<file path="src/rtl/mem_port_arbiter_if.sv">
// Signal bundle between the two cache requesters, the Data Memory port and the arbiter.
// The slave modport is the arbiter's view; master is the view of everything around it.
interface mem_port_arbiter_if;
    logic         p0_enable_i;
    logic         p0_write_i;
    logic [31:0]  p0_addr_i;
    logic [255:0] p0_data_i;
    logic [255:0] p0_data_o;
    logic         p0_ack_o;

    logic         p1_enable_i;
    logic         p1_write_i;
    logic [31:0]  p1_addr_i;
    logic [255:0] p1_data_i;
    logic [255:0] p1_data_o;
    logic         p1_ack_o;

    logic [255:0] mem_data_i;
    logic         mem_ack_i;
    logic         mem_enable_o;
    logic         mem_write_o;
    logic [31:0]  mem_addr_o;
    logic [255:0] mem_data_o;

    logic         grant_o;
    logic         busy_o;
    logic         err_o;

    modport slave (
        input  p0_enable_i, p0_write_i, p0_addr_i, p0_data_i,
        output p0_data_o, p0_ack_o,
        input  p1_enable_i, p1_write_i, p1_addr_i, p1_data_i,
        output p1_data_o, p1_ack_o,
        input  mem_data_i, mem_ack_i,
        output mem_enable_o, mem_write_o, mem_addr_o, mem_data_o,
        output grant_o, busy_o, err_o
    );

    modport master (
        output p0_enable_i, p0_write_i, p0_addr_i, p0_data_i,
        input  p0_data_o, p0_ack_o,
        output p1_enable_i, p1_write_i, p1_addr_i, p1_data_i,
        input  p1_data_o, p1_ack_o,
        output mem_data_i, mem_ack_i,
        input  mem_enable_o, mem_write_o, mem_addr_o, mem_data_o,
        input  grant_o, busy_o, err_o
    );
endinterface

</file>
<file path="src/rtl/mem_port_arbiter.sv">
// Round-robin arbiter sharing one 256-bit Data Memory port between I-cache (0) and D-cache (1).
// The winning command is registered at grant and held on the bus until the memory acks.
module mem_port_arbiter #(
    parameter int unsigned TIMEOUT = 255
) (
    input  logic                 clk_i,
    input  logic                 rst_i,
    mem_port_arbiter_if.slave    bus
);
    typedef enum logic [1:0] {
        IDLE = 2'd0,
        BUSY = 2'd1,
        DONE = 2'd2
    } state_t;

    localparam logic [9:0] TO_LIMIT = TIMEOUT[9:0];

    state_t        r_state;
    state_t        w_state_nxt;
    logic          r_last;
    logic          r_grant;
    logic          r_cmd_write;
    logic [26:0]   r_cmd_addr;
    logic [255:0]  r_cmd_data;
    logic [9:0]    r_cnt;
    logic          r_err;

    logic          w_req;
    logic          w_win;
    logic          w_busy;
    logic          w_sel_write;
    logic [26:0]   w_sel_addr;
    logic [255:0]  w_sel_data;
    logic [9:0]    w_cnt_inc;
    logic          w_unused;

    assign w_req  = bus.p0_enable_i | bus.p1_enable_i;
    // Contention goes to whoever did not win last; a lone requester always wins.
    assign w_win  = (bus.p0_enable_i & bus.p1_enable_i) ? ~r_last : bus.p1_enable_i;
    assign w_busy = (r_state == BUSY);

    assign w_sel_write = w_win ? bus.p1_write_i      : bus.p0_write_i;
    assign w_sel_addr  = w_win ? bus.p1_addr_i[31:5] : bus.p0_addr_i[31:5];
    assign w_sel_data  = w_win ? bus.p1_data_i       : bus.p0_data_i;
    assign w_cnt_inc   = (r_cnt == 10'h3FF) ? r_cnt : r_cnt + 10'd1;

    // Line offset bits never reach the memory bus.
    assign w_unused = ^{bus.p0_addr_i[4:0], bus.p1_addr_i[4:0]};

    always_comb begin
        w_state_nxt = r_state;
        case (r_state)
            IDLE:    if (w_req) w_state_nxt = BUSY;
            BUSY:    if (bus.mem_ack_i) w_state_nxt = DONE;
            DONE:    w_state_nxt = IDLE;
            default: w_state_nxt = IDLE;
        endcase
    end

    always_ff @(posedge clk_i or negedge rst_i) begin
        if (!rst_i) begin
            r_state     <= IDLE;
            r_last      <= 1'b1;
            r_grant     <= 1'b0;
            r_cmd_write <= 1'b0;
            r_cmd_addr  <= '0;
            r_cmd_data  <= '0;
            r_cnt       <= '0;
            r_err       <= 1'b0;
        end else begin
            r_state <= w_state_nxt;
            if (r_state == IDLE && w_req) begin
                r_grant     <= w_win;
                r_last      <= w_win;
                r_cmd_write <= w_sel_write;
                r_cmd_addr  <= w_sel_addr;
                r_cmd_data  <= w_sel_data;
                r_cnt       <= '0;
            end
            if (w_busy) begin
                r_cnt <= w_cnt_inc;
                // Flag only; the stuck transaction stays on the bus.
                if (!bus.mem_ack_i && w_cnt_inc == TO_LIMIT) r_err <= 1'b1;
            end
        end
    end

    assign bus.mem_enable_o = w_busy;
    assign bus.mem_write_o  = w_busy & r_cmd_write;
    assign bus.mem_addr_o   = w_busy ? {r_cmd_addr, 5'b0} : 32'd0;
    assign bus.mem_data_o   = w_busy ? r_cmd_data : 256'd0;

    assign bus.p0_ack_o  = bus.mem_ack_i & w_busy & ~r_grant;
    assign bus.p1_ack_o  = bus.mem_ack_i & w_busy &  r_grant;
    assign bus.p0_data_o = bus.p0_ack_o ? bus.mem_data_i : 256'd0;
    assign bus.p1_data_o = bus.p1_ack_o ? bus.mem_data_i : 256'd0;

    assign bus.grant_o = r_grant;
    assign bus.busy_o  = w_busy;
    assign bus.err_o   = r_err;
endmodule
</file>
<file path="src/flat_wrapper.sv">
// flat-port wrapper written by rule: the top's interface ports become plain ports
module mem_port_arbiter_flat 
#(
    parameter int unsigned TIMEOUT = 255
)
  (clk_i, rst_i, bus_p0_enable_i, bus_p0_write_i, bus_p0_addr_i, bus_p0_data_i, bus_p0_data_o, bus_p0_ack_o, bus_p1_enable_i, bus_p1_write_i, bus_p1_addr_i, bus_p1_data_i, bus_p1_data_o, bus_p1_ack_o, bus_mem_data_i, bus_mem_ack_i, bus_mem_enable_o, bus_mem_write_o, bus_mem_addr_o, bus_mem_data_o, bus_grant_o, bus_busy_o, bus_err_o);
  mem_port_arbiter_if bus_i ();
  input  logic clk_i;
  input  logic rst_i;
  input wire logic [$bits(bus_i.p0_enable_i)-1:0] bus_p0_enable_i;
  input wire logic [$bits(bus_i.p0_write_i)-1:0] bus_p0_write_i;
  input wire logic [$bits(bus_i.p0_addr_i)-1:0] bus_p0_addr_i;
  input wire logic [$bits(bus_i.p0_data_i)-1:0] bus_p0_data_i;
  output wire logic [$bits(bus_i.p0_data_o)-1:0] bus_p0_data_o;
  output wire logic [$bits(bus_i.p0_ack_o)-1:0] bus_p0_ack_o;
  input wire logic [$bits(bus_i.p1_enable_i)-1:0] bus_p1_enable_i;
  input wire logic [$bits(bus_i.p1_write_i)-1:0] bus_p1_write_i;
  input wire logic [$bits(bus_i.p1_addr_i)-1:0] bus_p1_addr_i;
  input wire logic [$bits(bus_i.p1_data_i)-1:0] bus_p1_data_i;
  output wire logic [$bits(bus_i.p1_data_o)-1:0] bus_p1_data_o;
  output wire logic [$bits(bus_i.p1_ack_o)-1:0] bus_p1_ack_o;
  input wire logic [$bits(bus_i.mem_data_i)-1:0] bus_mem_data_i;
  input wire logic [$bits(bus_i.mem_ack_i)-1:0] bus_mem_ack_i;
  output wire logic [$bits(bus_i.mem_enable_o)-1:0] bus_mem_enable_o;
  output wire logic [$bits(bus_i.mem_write_o)-1:0] bus_mem_write_o;
  output wire logic [$bits(bus_i.mem_addr_o)-1:0] bus_mem_addr_o;
  output wire logic [$bits(bus_i.mem_data_o)-1:0] bus_mem_data_o;
  output wire logic [$bits(bus_i.grant_o)-1:0] bus_grant_o;
  output wire logic [$bits(bus_i.busy_o)-1:0] bus_busy_o;
  output wire logic [$bits(bus_i.err_o)-1:0] bus_err_o;
  assign bus_i.p0_enable_i = bus_p0_enable_i;
  assign bus_i.p0_write_i = bus_p0_write_i;
  assign bus_i.p0_addr_i = bus_p0_addr_i;
  assign bus_i.p0_data_i = bus_p0_data_i;
  assign bus_p0_data_o = bus_i.p0_data_o;
  assign bus_p0_ack_o = bus_i.p0_ack_o;
  assign bus_i.p1_enable_i = bus_p1_enable_i;
  assign bus_i.p1_write_i = bus_p1_write_i;
  assign bus_i.p1_addr_i = bus_p1_addr_i;
  assign bus_i.p1_data_i = bus_p1_data_i;
  assign bus_p1_data_o = bus_i.p1_data_o;
  assign bus_p1_ack_o = bus_i.p1_ack_o;
  assign bus_i.mem_data_i = bus_mem_data_i;
  assign bus_i.mem_ack_i = bus_mem_ack_i;
  assign bus_mem_enable_o = bus_i.mem_enable_o;
  assign bus_mem_write_o = bus_i.mem_write_o;
  assign bus_mem_addr_o = bus_i.mem_addr_o;
  assign bus_mem_data_o = bus_i.mem_data_o;
  assign bus_grant_o = bus_i.grant_o;
  assign bus_busy_o = bus_i.busy_o;
  assign bus_err_o = bus_i.err_o;
  mem_port_arbiter #(.TIMEOUT(TIMEOUT)) u_core (.clk_i(clk_i), .rst_i(rst_i), .bus(bus_i));
endmodule
</file>
<file path="config.mk">
export PLATFORM = sky130hd
export DESIGN_NAME = mem_port_arbiter_flat
export DESIGN_NICKNAME = d
export VERILOG_FILES = /design/src/rtl/mem_port_arbiter_if.sv /design/src/rtl/mem_port_arbiter.sv /design/src/flat_wrapper.sv
export SDC_FILE = /design/constraint.sdc
export NUM_CORES = 1
export LEC_CHECK = 0
export BUFFER_PORTS_ARGS = -buffer_cell sky130_fd_sc_hd__buf_4
export CAP_MARGIN = 20
export CORE_AREA = 2 2 636 638
export CTS_CLUSTER_SIZE = 20
export DETAILED_ROUTE_END_ITERATION = 8
export DIE_AREA = 0 0 638 640
export HOLD_SLACK_MARGIN = 0.02
export MAX_ROUTING_LAYER = met4
export SKIP_LAST_GASP = 1
export SYNTH_ARGS = -nofsm -noshare
export SYNTH_HDL_FRONTEND = slang
export SYNTH_SLANG_ARGS = --single-unit
</file>
<file path="constraint.sdc">
create_clock -name clk_i -period 1.6 [get_ports clk_i]
set_input_delay 0.32 -clock clk_i [delete_from_list [all_inputs] [get_ports clk_i]]
set_output_delay 0.32 -clock clk_i [all_outputs]
set_load 0.1 [all_outputs]
</file>
==> flow_summary.json <==
{
  "outcome": "finished with violations",
  "violations": "negative setup slack",
  "rows": 233,
  "drive_above_1_share": 0.605,
  "slowest_stage": "dfrtp_1",
  "die_h_um": 640,
  "fp.dieW_um": 638,
  "synth.cell_area_mm2": 0.0193,
  "yosysSeqAreaShare": 0.388,
  "criticalPathCategory": "reg -> out",
  "critPathCaptureType": "primary output",
  "routabilityCongestion": 1.09,
  "clockBufferDepth": 3,
  "yosys-mux-area-fraction": 0.149,
  "use_met2": 0.250,
  "avgSynthCellArea_um2": 8.72,
  "ys_types": 41,
  "grt_pass1_vias": 25744,
  "cts_buffers": 39,
  "met1_usage": 0.143,
  "avgRoutedWirePerCell_um": 31.2,
  "final_common_cell": "buf_4",
  "synthToLayoutAreaGrowth_pct": 173,
  "min_period_ps": 2870,
  "hp-class": "in -> reg",
  "critPathBufInv": 5,
  "fin_ws_ps": -1270,
  "clk_latency_ps": 660,
  "synthXorXnorAreaFrac": 0.000454,
  "grt_use_total": 0.147,
  "ir_drop_mv": 1.42,
  "top_usage_layer": "met2",
  "clock_sinks": 299,
  "dieArea_mm2": 0.408,
  "antenna_found_initial": 355,
  "synth-adder-area-share": 0.000648,
  "crit_fanout": 22,
  "drv_slew": 0,
  "ys_warn_count": 0,
  "maxSlewHeadroom": 0.468,
  "fill_cells": 45606,
  "drc": 0,
  "tightest_slew_ps": 798,
  "viasPerCell": 2.73,
  "antenna_left": 0,
  "ys_ff_latch": 299,
  "yosys.area_share.simple": 0.322,
  "rsz0062_at_grt": "true",
  "htreeDepth": 2,
  "finalPower_uw": 94500,
  "cpLargestDelayFamily": "buffers and inverters",
  "grt_use_met3": 0.0533,
  "grt_pass1_wl_um": 360000,
  "finalClockSkew_ps": 49.6,
  "coreArea_mm2": 0.401,
  "grt_remaining_overflow": 0,
  "place_inst": 9105,
  "drt_iter0_markers": 2148,
  "cap_viol_max_count": 0,
  "p_per_area_mw_per_mm2": 1790,
  "cp_cell_sequence": "nand2b_4, inv_8, and3_4, buf_12, buf_16, clkbuf_16, and2_2, buf_4",
  "startpoint_type": "flop",
  "synthFlopType": "dfrtp_1",
  "layout_common_cells": "buf_4 (1,350), and2_2 (685), dlygate4sd3_1 (530), buf_12 (361), dfrtp_1 (297)",
  "synth_cells": 2215,
  "nets": 5268,
  "synth_edf_count": 0,
  "async_flop_share": 1.00,
  "dp_hpwl_um": 276000,
  "io_pins": 1646,
  "min_period_over_period": 1.79,
  "leakage_uw": 0.0228,
  "arrival_ps": 2550,
  "cp_slowest_stage_delay_ps": 380,
  "setup_violations": 1051,
  "fin_hold_ws_ps": 99.8,
  "final_core_util": 0.131,
  "synth_top_family_by_area": "simple AND/OR/NAND/NOR gates",
  "hold_violations": 0,
  "final_area_mm2": 0.0527,
  "cp.required_ps": 1280,
  "finish.cell_count_without_fillers": 9983,
  "totalWireLength_um": 311000,
  "cts_root_buf": "clkbuf_16",
  "place_area_mm2": 0.0434,
  "cts_tree": "done",
  "start_util": 0.0481,
  "timing.fmax_mhz": 349,
  "grt_max_degree": 87,
  "io_buffers": 1630,
  "synth_compound_area_frac": 0.0839,
  "dr.pass1.iters": 5,
  "routed-via-count": 27282,
  "clk_pin_slew_ps": 70
}
-- power by group --
part           leakage [uW]  internal (uW)  switching [uW]
Clock              0.000669           5790            4290
Sequential          0.00368          11200            1980
Combinational        0.0184          20700           50600
Total                0.0228          37700           56800
-- worst register-to-register path: stages, from the launching register on --
cell and delay (ps):
dfrtp_1 380, buf_4 130, buf_4 120, nor2_1 90, buf_4 160, o21ai_4 70
buf_12 160, buf_12 250, buf_4 170, nand2_1 70, o21ai_0 100
-- cells in the mapped netlist (all sizes together) (2+ instances only) --
cell type,n,area share
a211oi,2,0.00078
nor3,3,0.00078
a22o,2,0.00091
o21ai,290,0.075
nand2,289,0.056
buf,106,0.036
nand3,5,0.0016
inv,6,0.0012
nor2,9,0.0017
a21boi,2,0.00078
mux2i,287,0.15
dfrtp,298,0.39
clkbuf,87,0.019
nand4,3,0.00097
nor4,3,0.00097
and3,2,0.00065
o211ai,2,0.00078
and2,797,0.26
a21oi,4,0.0010
a31oi,3,0.00097
o21a,2,0.00078
-- worst paths after layout --
kind,startpoint,endpoint,slack [ps],depth (start not counted)
setup reg to reg,u_core.r_state[1],u_core.r_cmd_data[33],-200,10
min in group asynchronous,rst_i,u_core.r_cmd_data[35],130,2
setup / recovery,u_core.r_state[1],bus_p1_data_o[26],-1270,8
hold reg to reg,u_core.r_cmd_data[116],u_core.r_cmd_data[116],470,2
hold / removal,bus_p1_data_i[114],u_core.r_cmd_data[114],100,3
max in group asynchronous,rst_i,u_core.r_last,700,4
-- sequential cells by signal, summed over array words and instances, names as in the netlist --
signal / count
u_core.r_cmd_data: 256
u_core.r_cmd_addr: 27
u_core.r_cnt: 10
u_core.r_state: 2
u_core.bus.err_o: 1
u_core.bus.grant_o: 1
u_core.r_cmd_write: 1
u_core.r_last: 1
-- through the flow --
| step | worst slack (ps) | TNS (ps) |
|---|---|---|
| 5_1_grt | -1370 | -1055220 |
| 3_3_place_gp | -712 | -429650 |
| 6_report | -1270 | -936850 |
| 4_1_cts | -1350 | -957480 |
| 3_5_place_dp | -707 | -435630 |
| 2_1_floorplan | -436 | -300230 |
-- cell type report --
cell class | instances | area, um2 | share of cell area
Clock inverter | 19 | 289 | 0.00548
Multi-Input combinational cell | 1721 | 11900 | 0.226
Antenna cell | 239 | 598 | 0.0113
Sequential cell | 299 | 7490 | 0.142
Inverter | 6 | 30.0 | 0.000570
Tap cell | 5287 | 6620 | 0.125
Clock buffer | 51 | 1080 | 0.0205
Timing Repair Buffer | 2361 | 24700 | 0.468
-- logic make-up (layout without fill, tap and decap cells) --
kind of cell             count (synthesis)  count (layout)
flip-flops                             299             299
AND/OR/NAND/NOR                       1113            1113
XOR/XNOR                                 1               1
other                                    1             244
adder cells (fa/ha/maj)                  1               1
buffers and inverters                  199            2437
AO/OA/AOI/OAI                          313             313
multiplexers                           288             288
-- routing by layer --
layer | vias up | share of wire
li1 | 11933 | -
met1 | 13049 | 0.33
met2 | 1793 | 0.51
met3 | 507 | 0.096
met4 | 0 | 0.057
met5 | - | 0
-- what timing repair did --
item,in CTS,in global routing
cloned,5,15
hold buffers,529,1
pin swaps,1,13
hold endpoints to repair,467,1
gates resized for setup,157,200
buffers inserted,4,15
endpoints found under the setup margin,985,1060
(Power assumes the default switching activity.)
